**src/rtl/branch_resolve_ctrl_if.sv**
```systemverilog
// Redirect handshake between the EX-stage resolution controller and fetch.
//   valid : controller requests a redirect (held until ready)
//   pc    : correct next PC, stable while valid is high and ready is low
//   ready : fetch accepts the redirect
// master : controller side (drives valid/pc, samples ready)
// slave  : fetch side (samples valid/pc, drives ready)
interface branch_resolve_ctrl_if #(
  parameter int unsigned XLEN = 64
);
  logic            valid;
  logic [XLEN-1:0] pc;
  logic            ready;

  modport master (
    output valid,
    output pc,
    input  ready
  );

  modport slave (
    input  valid,
    input  pc,
    output ready
  );
endinterface

```
**src/rtl/branch_resolve_ctrl.sv**
```systemverilog
// EX-stage control-transfer resolution controller.
// Resolves BEQ/BNE/BLT/BGE/BLTU/BGEU, JAL and JALR, compares the outcome with the
// fetch prediction, and on a mispredict runs a redirect handshake to fetch while
// flushing IF/ID and ID/EX and stalling EX. Owns the 2-bit PHT read by fetch and
// two saturating performance counters.
// Ports:
//   clk, rst_n                  clock, asynchronous active-low reset
//   ex_valid, ex_is_*           EX instruction valid and class
//   ex_funct3                   branch condition code
//   ex_rs1_data, ex_rs2_data    forwarded operands
//   ex_pc, ex_imm               instruction PC and sign-extended immediate
//   ex_pred_taken/target        prediction carried down from fetch
//   if_pc, if_pred_taken        fetch-side PHT lookup (combinational)
//   redirect                    redirect handshake (master side)
//   flush_if_id, flush_id_ex    squash pipeline registers
//   ex_stall                    hold EX and earlier stages
//   br_count, mispredict_count  saturating 32-bit event counters
module branch_resolve_ctrl #(
  parameter int unsigned XLEN         = 64,
  parameter int unsigned PHT_ENTRIES  = 64,
  parameter int unsigned DRAIN_CYCLES = 2
) (
  input  logic                         clk,
  input  logic                         rst_n,
  input  logic                         ex_valid,
  input  logic                         ex_is_branch,
  input  logic                         ex_is_jal,
  input  logic                         ex_is_jalr,
  input  logic [2:0]                   ex_funct3,
  input  logic [XLEN-1:0]              ex_rs1_data,
  input  logic [XLEN-1:0]              ex_rs2_data,
  input  logic [XLEN-1:0]              ex_pc,
  input  logic [XLEN-1:0]              ex_imm,
  input  logic                         ex_pred_taken,
  input  logic [XLEN-1:0]              ex_pred_target,
  input  logic [XLEN-1:0]              if_pc,
  output logic                         if_pred_taken,
  branch_resolve_ctrl_if.master        redirect,
  output logic                         flush_if_id,
  output logic                         flush_id_ex,
  output logic                         ex_stall,
  output logic [31:0]                  br_count,
  output logic [31:0]                  mispredict_count
);

  localparam int unsigned IdxW   = $clog2(PHT_ENTRIES);
  localparam int unsigned DrainW = (DRAIN_CYCLES > 1) ? $clog2(DRAIN_CYCLES) : 1;
  localparam logic [DrainW-1:0] DrainLoad =
      DrainW'((DRAIN_CYCLES > 0) ? (DRAIN_CYCLES - 1) : 0);

  localparam logic [1:0] StIdle     = 2'd0;
  localparam logic [1:0] StRedirect = 2'd1;
  localparam logic [1:0] StDrain    = 2'd2;

  logic [1:0]        state_q, state_d;
  logic [DrainW-1:0] drain_q, drain_d;
  logic [XLEN-1:0]   redirect_pc_q, redirect_pc_d;
  logic              redirect_valid_q;
  logic              busy_q;
  logic [31:0]       br_count_q, mispredict_count_q;
  logic [1:0]        pht_q [PHT_ENTRIES];
  logic              redirect_ready;

  // ---------------------------------------------------------------------------
  // Resolution datapath
  // ---------------------------------------------------------------------------
  logic            resolve;
  logic            cond_true;
  logic            taken;
  logic [XLEN-1:0] pc_plus_imm;
  logic [XLEN-1:0] jalr_sum;
  logic [XLEN-1:0] target;
  logic [XLEN-1:0] seq_pc;
  logic [XLEN-1:0] actual_next;
  logic            mispredict;

  assign redirect_ready = redirect.ready;

  // EX is stalled outside IDLE, so ex_valid is only meaningful there.
  assign resolve = ex_valid & (ex_is_branch | ex_is_jal | ex_is_jalr) & (state_q == StIdle);

  always_comb begin
    cond_true = 1'b0;
    unique case (ex_funct3)
      3'b000:  cond_true = (ex_rs1_data == ex_rs2_data);
      3'b001:  cond_true = (ex_rs1_data != ex_rs2_data);
      3'b100:  cond_true = ($signed(ex_rs1_data) <  $signed(ex_rs2_data));
      3'b101:  cond_true = ($signed(ex_rs1_data) >= $signed(ex_rs2_data));
      3'b110:  cond_true = (ex_rs1_data <  ex_rs2_data);
      3'b111:  cond_true = (ex_rs1_data >= ex_rs2_data);
      default: cond_true = 1'b0;
    endcase
  end

  assign taken       = ex_is_jal | ex_is_jalr | (ex_is_branch & cond_true);
  assign pc_plus_imm = ex_pc + ex_imm;
  assign jalr_sum    = ex_rs1_data + ex_imm;
  assign target      = ex_is_jalr ? {jalr_sum[XLEN-1:1], 1'b0} : pc_plus_imm;
  assign seq_pc      = ex_pc + XLEN'(4);
  assign actual_next = taken ? target : seq_pc;
  assign mispredict  = (taken != ex_pred_taken) | (taken & (ex_pred_target != target));

  // ---------------------------------------------------------------------------
  // Pattern history table
  // ---------------------------------------------------------------------------
  logic [IdxW-1:0] ex_idx;
  logic [IdxW-1:0] if_idx;
  logic [1:0]      pht_old;
  logic [1:0]      pht_new;

  assign ex_idx  = ex_pc[IdxW+1:2];
  assign if_idx  = if_pc[IdxW+1:2];
  assign pht_old = pht_q[ex_idx];

  always_comb begin
    pht_new = pht_old;
    if (taken) begin
      if (pht_old != 2'b11) pht_new = pht_old + 2'b01;
    end else begin
      if (pht_old != 2'b00) pht_new = pht_old - 2'b01;
    end
  end

  // Reads the registered array, so a same-cycle update is not yet visible.
  assign if_pred_taken = pht_q[if_idx][1];

  always_ff @(posedge clk or negedge rst_n) begin
    if (!rst_n) begin
      for (int i = 0; i < int'(PHT_ENTRIES); i++) pht_q[i] <= 2'b01;
    end else if (resolve && ex_is_branch) begin
      pht_q[ex_idx] <= pht_new;
    end
  end

  // ---------------------------------------------------------------------------
  // Redirect FSM
  // ---------------------------------------------------------------------------
  always_comb begin
    state_d       = state_q;
    drain_d       = drain_q;
    redirect_pc_d = redirect_pc_q;
    case (state_q)
      StIdle: begin
        if (resolve && mispredict) begin
          state_d       = StRedirect;
          redirect_pc_d = actual_next;
        end
      end
      StRedirect: begin
        if (redirect_ready) begin
          if (DRAIN_CYCLES == 0) begin
            state_d = StIdle;
          end else begin
            state_d = StDrain;
            drain_d = DrainLoad;
          end
        end
      end
      StDrain: begin
        if (drain_q == '0) state_d = StIdle;
        else               drain_d = drain_q - DrainW'(1);
      end
      default: state_d = StIdle;
    endcase
  end

  always_ff @(posedge clk or negedge rst_n) begin
    if (!rst_n) begin
      state_q          <= StIdle;
      drain_q          <= '0;
      redirect_pc_q    <= '0;
      redirect_valid_q <= 1'b0;
      busy_q           <= 1'b0;
    end else begin
      state_q          <= state_d;
      drain_q          <= drain_d;
      redirect_pc_q    <= redirect_pc_d;
      redirect_valid_q <= (state_d == StRedirect);
      busy_q           <= (state_d != StIdle);
    end
  end

  // ---------------------------------------------------------------------------
  // Performance counters (saturating)
  // ---------------------------------------------------------------------------
  always_ff @(posedge clk or negedge rst_n) begin
    if (!rst_n) begin
      br_count_q         <= '0;
      mispredict_count_q <= '0;
    end else if (resolve) begin
      if (br_count_q != '1) br_count_q <= br_count_q + 32'd1;
      if (mispredict && (mispredict_count_q != '1)) begin
        mispredict_count_q <= mispredict_count_q + 32'd1;
      end
    end
  end

  // ---------------------------------------------------------------------------
  // Outputs
  // ---------------------------------------------------------------------------
  assign redirect.valid   = redirect_valid_q;
  assign redirect.pc      = redirect_pc_q;
  assign flush_if_id      = busy_q;
  assign flush_id_ex      = busy_q;
  assign ex_stall         = busy_q;
  assign br_count         = br_count_q;
  assign mispredict_count = mispredict_count_q;

  // Only the index bits of if_pc take part in the lookup.
  logic unused_if_pc;
  assign unused_if_pc = ^{if_pc[XLEN-1:IdxW+2], if_pc[1:0]};

endmodule

```
**src/flat_wrapper.sv**
```systemverilog
// flat-port wrapper written by rule: the top's interface ports become plain ports
module branch_resolve_ctrl_flat 
#(
  parameter int unsigned XLEN         = 64,
  parameter int unsigned PHT_ENTRIES  = 64,
  parameter int unsigned DRAIN_CYCLES = 2
)
  (clk, rst_n, ex_valid, ex_is_branch, ex_is_jal, ex_is_jalr, ex_funct3, ex_rs1_data, ex_rs2_data, ex_pc, ex_imm, ex_pred_taken, ex_pred_target, if_pc, if_pred_taken, flush_if_id, flush_id_ex, ex_stall, br_count, mispredict_count, redirect_valid, redirect_pc, redirect_ready);
  branch_resolve_ctrl_if #(.XLEN(XLEN)) redirect_i ();
  input  logic clk;
  input  logic rst_n;
  input  logic ex_valid;
  input  logic ex_is_branch;
  input  logic ex_is_jal;
  input  logic ex_is_jalr;
  input  logic [2:0] ex_funct3;
  input  logic [XLEN-1:0] ex_rs1_data;
  input  logic [XLEN-1:0] ex_rs2_data;
  input  logic [XLEN-1:0] ex_pc;
  input  logic [XLEN-1:0] ex_imm;
  input  logic ex_pred_taken;
  input  logic [XLEN-1:0] ex_pred_target;
  input  logic [XLEN-1:0] if_pc;
  output logic if_pred_taken;
  output logic flush_if_id;
  output logic flush_id_ex;
  output logic ex_stall;
  output logic [31:0] br_count;
  output logic [31:0] mispredict_count;
  output wire logic [$bits(redirect_i.valid)-1:0] redirect_valid;
  output wire logic [$bits(redirect_i.pc)-1:0] redirect_pc;
  input wire logic [$bits(redirect_i.ready)-1:0] redirect_ready;
  assign redirect_valid = redirect_i.valid;
  assign redirect_pc = redirect_i.pc;
  assign redirect_i.ready = redirect_ready;
  branch_resolve_ctrl #(.XLEN(XLEN), .PHT_ENTRIES(PHT_ENTRIES), .DRAIN_CYCLES(DRAIN_CYCLES)) u_core (.clk(clk), .rst_n(rst_n), .ex_valid(ex_valid), .ex_is_branch(ex_is_branch), .ex_is_jal(ex_is_jal), .ex_is_jalr(ex_is_jalr), .ex_funct3(ex_funct3), .ex_rs1_data(ex_rs1_data), .ex_rs2_data(ex_rs2_data), .ex_pc(ex_pc), .ex_imm(ex_imm), .ex_pred_taken(ex_pred_taken), .ex_pred_target(ex_pred_target), .if_pc(if_pc), .if_pred_taken(if_pred_taken), .redirect(redirect_i), .flush_if_id(flush_if_id), .flush_id_ex(flush_id_ex), .ex_stall(ex_stall), .br_count(br_count), .mispredict_count(mispredict_count));
endmodule
```
**config.mk**
```make
export PLATFORM = sky130hd
export DESIGN_NAME = branch_resolve_ctrl_flat
export DESIGN_NICKNAME = d
export VERILOG_FILES = /design/src/rtl/branch_resolve_ctrl_if.sv /design/src/rtl/branch_resolve_ctrl.sv /design/src/flat_wrapper.sv
export SDC_FILE = /design/constraint.sdc
export NUM_CORES = 1
export LEC_CHECK = 0
export BUFFER_PORTS_ARGS = -buffer_cell sky130_fd_sc_hd__buf_4
export CORE_MARGIN = 4
export CORE_UTILIZATION = 45
export DETAILED_ROUTE_END_ITERATION = 10
export PLACE_DENSITY = 0.73
export REMOVE_ABC_BUFFERS = 1
export SYNTH_ARGS = -nofsm -noshare
export SYNTH_HDL_FRONTEND = slang
export SYNTH_SLANG_ARGS = --single-unit
```
**constraint.sdc**
```tcl
create_clock -name clk -period 8.8 [get_ports clk]
set_clock_uncertainty 0.15 [all_clocks]
set_input_delay 0.44 -clock clk [delete_from_list [all_inputs] [get_ports clk]]
set_output_delay 0.44 -clock clk [all_outputs]
set_load 0.01 [all_outputs]
```
# Word-level counts from Yosys, hierarchy flattened
# Index checks and enable logic that the tools add are counted.
[op_classes]
mux = 22
n_eq_ne = 16
magnitude_cmp = 7
addsub = 8
n_reduce_logical = 13
n_bitwise = 11
[ops]
columns = ["cell", "n"]
rows = [
  ["adder 64 bit", 2],
  ["bitwise mux 128 bit", 1],
  [">= comparator 64 bit", 2],
  ["less-than comparator 64 bit", 2],
  ["2-to-1 mux 64 bit", 2],
  ["!= test 64 bit", 2],
  ["adder 32 x 1 -> 32 bit, second input constant", 2],
  ["adder 64 x 3 -> 64 bit, second input constant", 1],
  ["equality test 64 bit", 1],
  ["!= test 32 bit, second input constant", 2],
  ["binary-select mux 2 bit (select 6 bit)", 2],
  ["2-to-1 mux 2 bit", 11],
  [">= comparator 7 bit, second input constant", 2],
  ["NOT 6 -> 7 bit", 2],
  ["demux 2 bit (select 6 bit)", 1],
  ["equality test 3 bit, second input constant", 4],
  ["AND reduction 2 bit", 4],
  ["less-than comparator 7 x 1 -> 1 bit, second input constant", 1],
  ["case mux 1 bit (6 select lines)", 1],
  ["case mux 2 bit (3 select lines)", 1],
  ["nonzero test 2 bit", 3],
  ["bitwise OR 1 bit", 5],
  ["AND 1 bit", 4],
  ["equality test 2 x 1 -> 1 bit, second input constant", 2],
  ["12 further kinds", 17],
]
[word_totals]
out_inout_bits = 133
ff_bits = 261
input_bits = 395
elab_cells = 148

# Logic depth before layout (Yosys ltp)
[logic_depth]
depth_word = 10
ltp_mapped = 20
depth_no_buf = 16

# Least setup slack after synthesis
# Ideal clock, no wire load.
[synth_path]
path_type = "input -> register"
start = "input port ex_pc[0]"
end = "register u_core.redirect_pc_q[57] (netlist: u_core.redirect.pc[57])"
path_buffers = 3
setup_time_ps = 127
required_time_ps = 8523
cell_stages = 19
slack_ps = 3448
arrival_ps = 5074
path_cell_list = "ha_1 -> fa_1 -> a211oi_1 -> o21a_1 -> xnor2_1 -> mux2i_4 -> xor2_1 -> o21ai_1 -> or4_1 -> or4_1 -> or4_1 -> a2111o_1 -> nor4_1 -> and4_1 -> buf_2 -> or2b_4 -> buf_8 -> buf_8 -> mux2_1"
[synth_between]
elab_chain_len = 7
elab_cells_between_ends = 9
classes_between = "add/sub: 2; eq/ne: 1; mux: 2; bitwise: 2; reduce/logical: 2"
[synth_lines]
columns = ["element", "line", "source"]
rows = [
  ["from (decl)", "flat_wrapper.sv:19", "input logic [XLEN-1:0] ex_pc;"],
  ["adder 64 bit", "branch_resolve_ctrl.sv:96", "assign pc_plus_imm = ex_pc + ex_imm;"],
  ["2-to-1 mux 64 bit", "branch_resolve_ctrl.sv:98", "assign target = ex_is_jalr ? {jalr_sum[XLEN-1:1], 1'b0} : pc_plus_imm;"],
  ["!= test 64 bit", "branch_resolve_ctrl.sv:101", "assign mispredict = (taken != ex_pred_taken) | (taken & (ex_pred_target != target));"],
  ["AND 1 bit", "branch_resolve_ctrl.sv:101", ""],
  ["bitwise OR 1 bit", "branch_resolve_ctrl.sv:101", ""],
  ["logical AND 1 bit", "branch_resolve_ctrl.sv:144", "if (resolve && mispredict) begin"],
  ["AND reduction 2 bit (no source line)", "n/a", ""],
  ["to (signal assigned)", "branch_resolve_ctrl.sv:177", "redirect_pc_q <= redirect_pc_d;"],
  ["to (decl)", "branch_resolve_ctrl.sv:57", "logic [XLEN-1:0] redirect_pc_q, redirect_pc_d;"],
]
# Several ways; a longest one is shown, not always the timed one.
# A chain may end at the register's enable or synchronous reset.

# Worst setup path after layout
[layout_path]
start = "input port ex_pc[0]"
end = "register u_core.redirect_pc_q[29] (netlist: u_core.redirect.pc[29])"
# Same word-level chain as after synthesis.

==> flow_summary.toml <==
[clock_network]
cts_buffer_depth = 3
clk_latency_ns = 0.65
cts-buffers-inserted = 31
clock_sinks = 261
clkTransAtPathRegs_ns = 0.06
post_cts_resized = 0
root_buffer = "clkbuf_16"
tritoncts = "done"
h-tree-depth = 1

[route]
dr.pass1.iters = 9
drt-total-wl_um = 112000
routedWlPerCell_um = 25.4
via_count = 28300
final_antenna_net_count = 0
vias_per_cell = 6.45
drc = 0
drt-initial-drc-count = 2920

[sta]
worstMarginPinSlew_ns = 1.32
rsz0062_at_grt = "no"
slew_headroom_pct = 9.42
hold_viol = 0
finalSetupTns_ns = 0
finalCritPeriodShare_pct = 80.3
slew_viol_final = 0
finalSetupViolCount = 0
fmax_mhz = 142
period_minus_slack_ns = 7.07

[pwr]
p_leak_nw = 14.2
vdd.ir_drop.worst_uv = 159
p_per_area_mw_per_mm2 = 168
comb_power_share_pct = 44.0
internal_power_mw = 3.32
pwr-share-seq_pct = 30.4
power.switching_mw = 2.07
finalPower_mw = 5.39
p_sw_share_pct = 38.4
power_frac_clock_pct = 25.6

[yosys]
synth.distinct_cells = 93
synth-main-ff-cell = "dfrtp_1"
synth_edf_count = 0
synth_top_cell_by_area = "dfrtp_1"
synth_area_per_cell_um2 = 8.32
yosysWarnings = 0
ys_ff_latch = 261
synth_top_area_share_pct = 18.3
async_reset_ff_share_pct = 100
syn_area_mm2 = 0.0270
syn_inst = 3240
yosys-top-cells-area = "dfrtp_1 (18%), ha_1 (8.9%), mux2_2 (7.1%), dfstp_2 (6.2%), a21oi_1 (4.9%)"
seq_area_frac_synth_pct = 24.5

[global_route]
grtUsageMet1_pct = 42.6
grt_most_used_layer = "met2"
grt_usage_pct = 33.0
use_met2_pct = 54.5
grt_pass1_wl_um = 164000
grt-ovfl-total = 0
grt_max_degree = 81
grt_util_met3_pct = 7.14
grt_pass1_vias = 26800
grt_antenna_before_repair = 5

[setup_path]
worstPathRequired_ns = 9.18
cp_max_fo = 36
crit_type = "in2reg"
cp.arrival_ns = 7.45
end_kind = "register"
cp-start-kind = "primary input"

[outcome]
status = "finished clean"

[layout]
final_cell_mix = "buf_4 (496), nand2_1 (307), a21oi_1 (263), nor2_1 (245), dfrtp_1 (197)"
final_common_cell = "buf_4"
nFillCells = 5601
areaGrowthSynthToFinish_pct = 18.7
nets = 4182
final_layout_size_suffix_gt1_share_pct = 23.7

[floorplanning]
core_area_mm2 = 0.0591
die_y_um = 253
rows = 89
initial_utilization_pct = 45.6
die_area_mm2 = 0.0639
io_pins = 528
dieWidth_um = 253

[place]
place_congestion = 1.05
numPortBuffers = 469
dpl.hpwl_um = 90100

[run]
max_cap_violations = 0

[hold_path]
hold_class = "in2reg"
==> synth_stat cells (31+ instances only) <==
library cell,count
a21oi_1,263
dfrtp_1,197
ha_1,192
xor2_1,126
nor3_1,69
nand3_1,105
o21a_1,31
o211ai_1,38
nor2_1,247
dfstp_2,64
mux2i_1,38
and3_1,51
o21ai_0,158
xnor2_1,149
nor4_1,47
mux2_2,171
nand4_1,131
a21o_1,40
inv_1,116
clkbuf_1,137
nand2_1,307
a22oi_1,61
==> stage by stage <==
stage	instances	hold WS (ns)	setup slack (ns)	util [%]	cell area (um^2)
after global routing	4393	0.0884	1.67	54.1	32000
after detailed placement	4331	0.289	1.36	52.3	30900
after CTS	4391	0.0596	1.99	54.1	32000
after floorplan	3060	-0.00559	-4.02	-	26200
after global placement	4331	0.287	1.43	52.3	30900
final	4393	0.0796	1.73	54.1	32000
==> area by class of cell <==
cell class / instances / area (um^2) / share of cell area [%]
Multi-Input combinational cell: 2683 / 19200 / 59.9
Sequential cell: 261 / 6610 / 20.6
Timing Repair Buffer: 500 / 3780 / 11.8
Tap cell: 773 / 967 / 3.02
Clock buffer: 46 / 872 / 2.72
Inverter: 116 / 437 / 1.36
Clock inverter: 12 / 183 / 0.571
Antenna cell: 2 / 5.00 / 0.0156
==> timing repair <==
| item | CTS | global route |
|---|---|---|
| endpoints found under the hold margin | 57 | 0 |
| setup buffers | 0 | 0 |
| endpoints found under the setup margin | 0 | 0 |
| hold buffers | 2 | 0 |
==> final timing paths <==
kind | from | endpoint | slack, ns | depth (start not counted)
worst max-delay path | ex_pc[0] | u_core.redirect.pc[29] | 1.73 | 18
worst max register to register | u_core.br_count[14] | u_core.br_count[23] | 5.37 | 13
worst min-delay path | ex_pc[58] | u_core.redirect.pc[58] | 0.08 | 4
worst min register to register | u_core.mispredict_count[20] | u_core.mispredict_count[20] | 0.34 | 1
max in group asynchronous | rst_n | u_core.mispredict_count[8] | 6.83 | 3
min in group asynchronous | rst_n | u_core.redirect.pc[32] | 0.18 | 2
==> sequential cells by signal, indices dropped and copies added, names as in the netlist <==
register,count
u_core.br_count,32
u_core.drain_q,1
u_core.pht_q,128
u_core.mispredict_count,32
u_core.ex_stall,1
u_core.redirect.valid,1
u_core.state_q,2
u_core.redirect.pc,64
==> routing by layer <==
layer  wire (um)  vias up
li1            -    12800
met1       43500    13600
met2       51200     1577
met3       11700      301
met4        5340        6
met5          42        -
==> power groups by stage <==
stage	Clock [mW]	Sequential (mW)	Combinational, mW
finish	1.38	1.64	2.37
floorplan	0	1.71	1.25
detailed placement	0	1.65	2.32
CTS	1.40	1.63	2.34
global route	1.44	1.67	2.53
global placement	0	1.64	2.30
==> logic make-up after synthesis <==
group / Yosys count / share of synthesized area (%)
AO/OA/AOI/OAI: 838 / 20.1
flip-flops: 261 / 24.5
XOR/XNOR: 285 / 9.78
adder cells (fa/ha/maj): 196 / 9.13
buffers and inverters: 296 / 4.45
multiplexers: 257 / 11.8
AND/OR/NAND/NOR: 1107 / 20.3
==> critical path: stages <==
cell and delay, ns:
buf_4 0.12, ha_1 0.22, fa_1 0.51, a211oi_1 0.50, or3_1 0.20, a21oi_1 0.14
nor2_1 0.38, mux2i_1 0.14, nor4_1 0.76, xnor2_1 0.13, or4_1 0.54, or4_1 0.59
a2111o_1 0.54, nor4_1 0.43, and4_1 0.48, or2b_4 0.55, buf_12 0.31, mux2_2 0.38
(Power assumes the default switching activity.)
